**src/rtl/go_tick_pkg.sv**
```systemverilog
// -----------------------------------------------------------------------------
// go_tick_pkg
// Shared definitions for the go tick generator and its receive-side period
// detector: the detector state encoding, the default divide-ratio width and
// the default number of matching samples required for lock.
// -----------------------------------------------------------------------------
package go_tick_pkg;

   // Detector states.
   //   IDLE       : detector disabled
   //   WAIT_FIRST : enabled, waiting for the pulse that starts timing
   //   MEASURE    : collecting interval samples toward lock
   //   LOCKED     : interval has been stable for MATCH_COUNT samples
   typedef enum logic [1:0] {
      IDLE       = 2'd0,
      WAIT_FIRST = 2'd1,
      MEASURE    = 2'd2,
      LOCKED     = 2'd3
   } det_state_t;

   // Divide-ratio width shared with the tick generator.
   localparam int GO_WIDTH = 6;

   // Consecutive equal samples needed before declaring lock (1..15).
   localparam int GO_MATCH_COUNT = 3;

   // The match counter is 4 bits; saturate rather than wrap so a long run of
   // equal samples can never fall back below the lock threshold.
   function automatic logic [3:0] sat_inc4(input logic [3:0] v);
      return (v == 4'hF) ? v : v + 4'd1;
   endfunction

endpackage

```
**src/rtl/go_interval_counter.sv**
```systemverilog
// -----------------------------------------------------------------------------
// go_interval_counter
// WIDTH+1-bit interval counter for the go period detector. It is reloaded
// with 1 on the cycle after a sampled go, so the value seen when the next go
// arrives is exactly the pulse-to-pulse interval. The extra top bit lets the
// counter reach 2^WIDTH, which is reported as the terminal (timeout) flag.
//
// Ports:
//   clk      : rising-edge clock
//   reset    : synchronous active-high reset, clears the count
//   clear    : force the count to 0 (detector idle / waiting / timed out)
//   load     : a go was sampled this cycle; count becomes 1
//   inc      : advance the count by one (held once terminal is reached)
//   sample   : low WIDTH bits of the count, i.e. the interval sample
//   terminal : count equals 2^WIDTH
// -----------------------------------------------------------------------------
module go_interval_counter
   import go_tick_pkg::*;
#(
   parameter int WIDTH = GO_WIDTH
) (
   input  logic             clk,
   input  logic             reset,
   input  logic             clear,
   input  logic             load,
   input  logic             inc,
   output logic [WIDTH-1:0] sample,
   output logic             terminal
);

   localparam logic [WIDTH:0] CNT_ONE  = {{WIDTH{1'b0}}, 1'b1};
   localparam logic [WIDTH:0] CNT_TERM = {1'b1, {WIDTH{1'b0}}};

   logic [WIDTH:0] cnt;

   // Clear has priority over load so a disabled detector never starts timing;
   // load has priority over increment so a go at the terminal count restarts.
   always_ff @(posedge clk) begin
      if (reset || clear) begin
         cnt <= '0;
      end else if (load) begin
         cnt <= CNT_ONE;
      end else if (inc && (cnt != CNT_TERM)) begin
         cnt <= cnt + CNT_ONE;
      end
   end

   assign sample   = cnt[WIDTH-1:0];
   assign terminal = (cnt == CNT_TERM);

endmodule

```
**src/rtl/go_period_detector.sv**
```systemverilog
// -----------------------------------------------------------------------------
// go_period_detector
// Receive-side companion of the divide-by tick generator. Measures the cycle
// count between successive go pulses, declares lock once MATCH_COUNT
// consecutive samples agree, reports the recovered period, flags a change of
// a locked interval and times out when no go arrives within 2^WIDTH cycles.
//
// Parameters:
//   WIDTH       : period width; measurable periods are 1 .. 2^WIDTH-1
//   MATCH_COUNT : consecutive equal samples required for lock (1..15)
//
// Ports:
//   clk          : rising-edge clock
//   reset        : synchronous active-high reset, overrides every input
//   enable       : detector active when high; low discards all history
//   go           : tick pulse being measured, sampled every clk
//   period       : recovered period while locked, 0 otherwise
//   locked       : high while the interval is stable
//   period_valid : one-cycle pulse on entry to LOCKED
//   mismatch     : one-cycle pulse when a locked interval changes
//   timeout      : one-cycle pulse when no go arrives within 2^WIDTH cycles
//
// All outputs are registered; they reflect the go sampled on the previous
// edge.
// -----------------------------------------------------------------------------
module go_period_detector
   import go_tick_pkg::*;
#(
   parameter int WIDTH       = GO_WIDTH,
   parameter int MATCH_COUNT = GO_MATCH_COUNT
) (
   input  logic             clk,
   input  logic             reset,
   input  logic             enable,
   input  logic             go,
   output logic [WIDTH-1:0] period,
   output logic             locked,
   output logic             period_valid,
   output logic             mismatch,
   output logic             timeout
);

   localparam logic [3:0] MATCH_TGT = 4'(MATCH_COUNT);

   det_state_t       state, state_next;
   logic [WIDTH-1:0] cand, cand_next;
   logic [3:0]       match, match_next;
   logic [3:0]       match_new;
   logic [WIDTH-1:0] period_next;
   logic             locked_next;
   logic             period_valid_next;
   logic             mismatch_next;
   logic             timeout_next;

   logic             cnt_clear;
   logic             cnt_load;
   logic             cnt_inc;
   logic [WIDTH-1:0] sample;
   logic             terminal;

   go_interval_counter #(
      .WIDTH (WIDTH)
   ) u_interval_counter (
      .clk      (clk),
      .reset    (reset),
      .clear    (cnt_clear),
      .load     (cnt_load),
      .inc      (cnt_inc),
      .sample   (sample),
      .terminal (terminal)
   );

   // State and output registers
   always_ff @(posedge clk) begin
      if (reset) begin
         state        <= IDLE;
         cand         <= '0;
         match        <= '0;
         period       <= '0;
         locked       <= 1'b0;
         period_valid <= 1'b0;
         mismatch     <= 1'b0;
         timeout      <= 1'b0;
      end else begin
         state        <= state_next;
         cand         <= cand_next;
         match        <= match_next;
         period       <= period_next;
         locked       <= locked_next;
         period_valid <= period_valid_next;
         mismatch     <= mismatch_next;
         timeout      <= timeout_next;
      end
   end

   // Next-state, tracking and output decode
   always_comb begin
      state_next        = state;
      cand_next         = cand;
      match_next        = match;
      match_new         = match;
      period_next       = period;
      locked_next       = locked;
      period_valid_next = 1'b0;
      mismatch_next     = 1'b0;
      timeout_next      = 1'b0;
      cnt_clear         = 1'b0;
      cnt_load          = 1'b0;
      cnt_inc           = 1'b0;

      if (!enable) begin
         // Disabling throws away everything learned so far.
         state_next  = IDLE;
         locked_next = 1'b0;
         period_next = '0;
         match_next  = '0;
         cnt_clear   = 1'b1;
      end else begin
         case (state)
            IDLE: begin
               // A go coincident with enable rising is deliberately ignored.
               state_next = WAIT_FIRST;
               cnt_clear  = 1'b1;
            end

            WAIT_FIRST: begin
               if (go) begin
                  state_next = MEASURE;
                  cnt_load   = 1'b1;
               end else begin
                  cnt_clear  = 1'b1;
               end
            end

            MEASURE, LOCKED: begin
               cnt_inc = 1'b1;
               if (terminal) begin
                  // A 2^WIDTH interval is not representable, so timeout wins
                  // over any coincident go; that go restarts timing instead.
                  timeout_next = 1'b1;
                  locked_next  = 1'b0;
                  period_next  = '0;
                  match_next   = '0;
                  if (go) begin
                     state_next = MEASURE;
                     cnt_load   = 1'b1;
                  end else begin
                     state_next = WAIT_FIRST;
                     cnt_clear  = 1'b1;
                  end
               end else if (go) begin
                  cnt_load = 1'b1;
                  if (state == MEASURE) begin
                     if ((match == 4'd0) || (sample == cand)) begin
                        match_new = sat_inc4(match);
                     end else begin
                        match_new = 4'd1;
                     end
                     cand_next  = sample;
                     match_next = match_new;
                     if (match_new >= MATCH_TGT) begin
                        state_next        = LOCKED;
                        period_next       = sample;
                        locked_next       = 1'b1;
                        period_valid_next = 1'b1;
                     end
                  end else if (sample != period) begin
                     // The changed sample becomes the first of a new run.
                     state_next    = MEASURE;
                     mismatch_next = 1'b1;
                     locked_next   = 1'b0;
                     period_next   = '0;
                     cand_next     = sample;
                     match_next    = 4'd1;
                  end
               end
            end

            default: begin
               state_next = IDLE;
            end
         endcase
      end
   end

endmodule

```
**config.mk**
```make
export PLATFORM = sky130hd
export DESIGN_NAME = go_period_detector
export DESIGN_NICKNAME = d
export VERILOG_FILES = /design/src/rtl/go_tick_pkg.sv /design/src/rtl/go_interval_counter.sv /design/src/rtl/go_period_detector.sv
export SDC_FILE = /design/constraint.sdc
export NUM_CORES = 1
export LEC_CHECK = 0
export BUFFER_PORTS_ARGS = -buffer_cell sky130_fd_sc_hd__buf_2
export CAP_MARGIN = 20
export CORE_MARGIN = 5
export CORE_UTILIZATION = 55
export CTS_CLUSTER_DIAMETER = 30
export DETAILED_ROUTE_END_ITERATION = 6
export PLACE_DENSITY = 0.75
export RECOVER_POWER = 25
export SYNTH_ARGS = -nofsm -noshare
export SYNTH_HDL_FRONTEND = slang
export SYNTH_SLANG_ARGS = --single-unit
```
**constraint.sdc**
```tcl
create_clock -name clk -period 3.9 [get_ports clk]
set_input_delay 0.195 -clock clk [delete_from_list [all_inputs] [get_ports clk]]
set_output_delay 0.195 -clock clk [all_outputs]
set_load 0.005 [all_outputs]
```
# Yosys cells after proc, flatten, opt, wreduce, memory -nomap -nowiden
# Index checks and enable logic that the tools add are counted.
# W data, S select, Z words.
# totals
regBits	29
# classes
reduce_logical	20
order_cmp	1
n_eq_ne	13
addsub	2
n_bitwise	5
muxes	45
# op_table
cell	n
$mux W4	11
$mux W6	7
$mux W1	18
$mux W2	7
$reduce_or A6 Y1	2
$ne A4 B4 Y1 const B	2
$reduce_and A4 Y1	2
$add A7 B1 Y7 const B	1
$eq A7 B7 Y1 const B	1
$ne A7 B7 Y1 const B	1
$eq A6 B6 Y1	1
$ne A6 B6 Y1	1
$pmux W2 S3	1
$reduce_bool A2 Y1	3
$reduce_or A2 Y1	3
$reduce_or A3 Y1	2
$not A1 Y1	5
$reduce_and A5 Y1	1
$add A4 B1 Y4 const B	1
$eq A2 B2 Y1 const B	2
$eq A4 B4 Y1 const B	1
$ge A4 B2 Y1 const B	1
$logic_not A4 Y1	1
$ne A3 B2 Y1 const B	1
9 further kinds	10

# Logic depth before layout (Yosys ltp)
# depth
ltp_word	14
depth_mapped	9
mapped_depth_nobuf	7

# Modules after synthesis
# A second synthesis with hierarchy kept.
# hier_totals
cells_unflattened	178
hier_area_um2	1599.0
# by_module_without_submodules
module	area_each_um2	instances	seq_area_each_um2	cells_per_inst
go_period_detector	1172.4	1	440.4	127
go_interval_counter	426.7	1	140.1	51

# Least setup slack after synthesis
# OpenSTA, ideal clock, no wires.
# synth_timing
path_kind	register to register
start	register u_interval_counter.cnt[0]
end	register match[1]
period_less_slack_ns	1.863
stages_incl_launch_ff	8
setup_ns	0.067
t_required_ns	3.833
slack_ns	2.037
n_path_buf	1
t_arrival_ns	1.797
path_cell_list	dfxtp_1 -> buf_2 -> inv_1 -> ha_1 -> a31o_2 -> or4_1 -> a21o_1 -> a21oi_2
# synth_via
elab_chain_cells	11
elab_cells_between_ends	16
cone_classes	eq/ne: 3; mux: 9; reduce/logical: 4
# synth_lines
item	line_no	rtl
start, declared	go_interval_counter.sv:34	logic [WIDTH:0] cnt;
start signal, assigned	go_interval_counter.sv:44	cnt <= cnt + CNT_ONE;
$eq A6 B6 Y1	go_period_detector.sv:154	if ((match == 4'd0) || (sample == cand)) begin
$logic_or A1 B1 Y1	go_period_detector.sv:154	
$mux W4	go_period_detector.sv:154	
$mux W4	go_period_detector.sv:153	if (state == MEASURE) begin
$mux W4	go_period_detector.sv:151	end else if (go) begin
$mux W4	go_period_detector.sv:137	if (terminal) begin
$mux W4	go_period_detector.sv:119	case (state)
$mux W4	go_period_detector.sv:111	if (!enable) begin
$mux W4	go_period_detector.sv:153	
$mux W4	go_period_detector.sv:151	
$mux W4	go_period_detector.sv:137	
end signal, assigned	go_period_detector.sv:87	match <= match_next;
end, declared	go_period_detector.sv:47	logic [3:0] match, match_next;
# Parallel ways exist; a longest one is shown, timed or not. The select of a mux whose other input is x is not followed.
# A chain may end at the register's enable or synchronous reset.

# Worst setup path after layout
# layout_timing
start	register u_interval_counter.cnt[0]
end	register cand[2]
# layout_via
elab_chain_cells	3
elab_cells_between_ends	5
cone_classes	eq/ne: 2; bitwise: 1; reduce/logical: 2
# layout_lines
item	line_no	rtl
$ne A6 B6 Y1 / $eq A7 B7 Y1 (equally long branches)	go_period_detector.sv:167, go_interval_counter.sv:49	
$reduce_bool A2 Y1 (no line) / $not A1 Y1 (equally long branches)	n/a	
$reduce_and A5 Y1 (no line) *	n/a	
end signal, assigned	go_period_detector.sv:86	cand <= cand_next;
end, declared	go_period_detector.sv:46	logic [WIDTH-1:0] cand, cand_next;
# Mark *: on every way between the ends. The rest lies on a longest branch, timed or not.

==> flow_metrics.env <==
export IMPL_globalRouteTotalUtil_pct=18.4
export IMPL_cts_reportedPaths_clkPinSlew_ns=0.10
export IMPL_number_of_library_cell_types_mapped_by_synthesis=41
export IMPL_floorplan_initialDensity_pct=56.7
export IMPL_avg_cell_area_syn_sq_um=8.65
export IMPL_cts_max_level=2
export IMPL_design_die_area_sq_mm=0.00398
export IMPL_min_to="cand[1]"
export IMPL_initial_antenna_violation_count=0
export IMPL_regToRegEndpoint="cand[2]"
export IMPL_crit_required_ns=4.13
export IMPL_post_route_min_period_ns=2.18
export IMPL_pwr_share_clk_pct=40.3
export IMPL_clk_latency_ns=0.34
export IMPL_critPathArrivalTime_ns=2.41
export IMPL_hold_slack_ns=0.127
export IMPL_min_delay_start="reset"
export IMPL_io_pins=14
export IMPL_numPortBuffers=13
export IMPL_groute_layer_met1_usage_pct=21.3
export IMPL_drcViolationCount=0
export IMPL_holdBufCountCts=0
export IMPL_worstSetupStartpointType="flop"
export IMPL_synth_nets=187
export IMPL_maxCapViolCount=0
export IMPL_detailed_place_hpwl_mm=2.44
export IMPL_max_clock_freq_mhz=460
export IMPL_final_setup_skew_ns=0.00859
export IMPL_numClockSinks=29
export IMPL_internal_power_mw=0.405
export IMPL_worst_ir_drop_vdd_mv=0.304
export IMPL_comb_power_share_pct=3.0
export IMPL_fin_cells=218
export IMPL_post_cts_setup_driven_buffer_insertion_count=0
export IMPL_via_count=1328
export IMPL_global_route_peak_usage_layer="met2"
export IMPL_max_clock_path_buffers=2
export IMPL_critical_path_reg2reg_startpoint="u_interval_counter.cnt[0]"
export IMPL_dpl_cell_count=210
export IMPL_via_count_of_the_first_global_routing_pass=1328
export IMPL_initialDrtViolationCount=72
export IMPL_syn_instance_count=179
export IMPL_design_final_nets=194
export IMPL_place_area_sq_mm=0.00158
export IMPL_tritoncts="yes"
export IMPL_crit_path_top_delay_cell="sky130_fd_sc_hd__dfxtp_1"
export IMPL_grt_max_degree=16
export IMPL_setup_tns_ns=0
export IMPL_drt_first_pass_iters=4
export IMPL_yosys_warnings=0
export IMPL_crit_fanout=10
export IMPL_die_x_microns=63.1
export IMPL_cts_resized=0
export IMPL_wire_length_of_the_first_global_routing_pass_mm=5.83
export IMPL_design_area_sq_mm=0.00165
export IMPL_power_share_switching_pct=23.1
export IMPL_cts_buffer_count=5
export IMPL_global_route_total_overflow=0
export IMPL_tightest_slew_ns=0.950
export IMPL_ctsRootBufferMaster="sky130_fd_sc_hd__clkbuf_4"
export IMPL_num_antenna_cells=0
export IMPL_path_class="flop to flop"
export IMPL_final_util_pct=60.3
export IMPL_use_met2_pct=30.3
export IMPL_p_leak_nw=0.687
export IMPL_startpoint="u_interval_counter.cnt[0]"
export IMPL_routedWlPerCell_microns=16.0
export IMPL_detail_route_wirelength_mm=3.49
export IMPL_final_critical_path_share_of_the_clock_period_pct=55.8
export IMPL_worst_r2r_path_depth=6
export IMPL_gp_congestion=0.904
export IMPL_fill_cells=228
export IMPL_timing_final_setup_violations=0
export IMPL_coreArea_sq_mm=0.00273
export IMPL_critical_path_max_stage_delay_ns=0.62
export IMPL_seqPwrFrac_pct=56.7
export IMPL_dieHeight_microns=63.1
export IMPL_syn_cell_area_sq_mm=0.00155
export IMPL_synth_main_ff_cell="sky130_fd_sc_hd__dfxtp_1"
export IMPL_fp_row_count=19
export IMPL_drive_gt1_share_pct=13.9
export IMPL_p_sw_mw=0.122
export IMPL_hold_depth=2
export IMPL_yosys_register_bits=29
export IMPL_setup_repair_after_global_routing_missed_its_margin="no"
export IMPL_post_synth_edffs=0
export IMPL_antenna_violating_nets_post_route=0
export IMPL_critPathCaptureType="flop"
export IMPL_synth_yosys_seq_area_share_pct=37.5
export IMPL_hold_viol_final=0
export IMPL_maxSlewHeadroom_pct=36.4
export IMPL_met3_usage_pct=4.97
export IMPL_viasPerCell=6.09
export IMPL_outcome="finished clean"
export IMPL_min_path_type="input port to flop"
export IMPL_final_max_slew_viol_count=0
export IMPL_crit_path_cell_trace="inv_1 > ha_1 > nand3_1 > nand4_1 > mux2i_1 > nor2_1"
export IMPL_power_density_mw_per_mm2=320
export IMPL_postSynth_asyncResetShare_pct=0
export IMPL_area_delta_synth_final_pct=6.38
export IMPL_setup_slack_of_the_most_critical_reg_to_reg_path_ns=1.72
stage by stage:
step	total power, mW	worst slack (ns)
2_1_floorplan	0.316	2.04
3_3_place_gp	0.321	1.81
3_5_place_dp	0.321	1.74
4_1_cts	0.528	1.73
5_1_grt	0.548	1.55
6_report	0.527	1.72
how the worst max path moves through the flow:
stage	end	slack [ns]	depth (start not counted)
after detailed placement	cand[3]	1.74	6
after global routing	cand[0]	1.55	6
after floorplan	match[1]	2.04	7
after CTS	cand[3]	1.73	6
after global placement	cand[5]	1.81	6
final	cand[2]	1.72	6
power by group through the flow:
stage | combinational (mW) | clock [mW] | sequential, mW
2_1_floorplan | 0.0124 | 0 | 0.304
3_3_place_gp | 0.0150 | 0 | 0.306
3_5_place_dp | 0.0156 | 0 | 0.306
4_1_cts | 0.0156 | 0.213 | 0.299
5_1_grt | 0.0171 | 0.232 | 0.299
6_report | 0.0159 | 0.212 | 0.299
synth_stat cells (all sizes together) (4+ instances only):
library cell   n  area [sq um]
xor2          15           131
buf            8          52.6
nand2         12          45.0
a31oi          4          31.3
mux2i          6          60.1
ha             4          50.1
a32oi          6          52.6
clkbuf         5          18.8
inv            9          33.8
nand3          4          20.0
nor4           4          46.3
nand4          6          37.5
dfxtp         29           581
a21oi          7          38.8
nor2          19          71.3
o21ai         13          65.1
state kept, by name, indices dropped and copies added, names as in the netlist:
register and flops:
timeout 1, state 2, match 4, period 6
u_interval_counter.cnt 7, locked 1, mismatch 1, period_valid 1
cand 6
placed cells by master, fill, tap and decap left out, drive strengths merged, types with 2 or more instances in the layout:
cell type,count
ha,4
nor2,19
a32oi,6
and3,3
and2,2
xor2,15
inv,9
o221a,2
a31o,2
clkbuf,10
a31oi,4
nand2,12
or3,2
dfxtp,29
buf,10
nand3,4
a21oi,7
nor4,4
o21ai,13
a211oi,2
xnor2,3
nand2b,2
a21o,2
nor3,3
mux2i,6
nand4,6
cells by family (layout without fill, tap and decap cells):
logic type	Yosys count	count (layout)	share of synthesized area, %
and+or+nand+nor	60	60	20.7
AOI/OAI and AO/OA	40	40	17.8
DFF	29	29	37.5
buffers and inverters	22	30	6.79
xor gates and xnor gates	18	18	10.2
muxes	6	6	3.88
adders and majority gates	4	4	3.23
final cells by class:
cell class                      instances  area (sq um)  area share, %
Multi-Input combinational cell        128           863           52.4
Clock inverter                          1          5.00          0.304
Clock buffer                            7          65.1           3.95
Inverter                                9          33.8           2.05
Tap cell                               31          38.8           2.35
Sequential cell                        29           581           35.2
Timing Repair Buffer                   13          61.3           3.72
routing by layer:
layer,wire length (microns),vias up
li1,-,645
met5,0,-
met3,184,9
met2,1740,44
met4,74,0
met1,1480,630
critical path: cells and delay by family, from the launching register on:
family | cells | cell delay, ns
adder cells (fa/ha/maj) | 1 | 0.25
buffers and inverters | 1 | 0.10
flip-flops | 1 | 0.62
multiplexers | 1 | 0.29
AND/OR/NAND/NOR | 3 | 0.80
(Power assumes the default switching activity.)
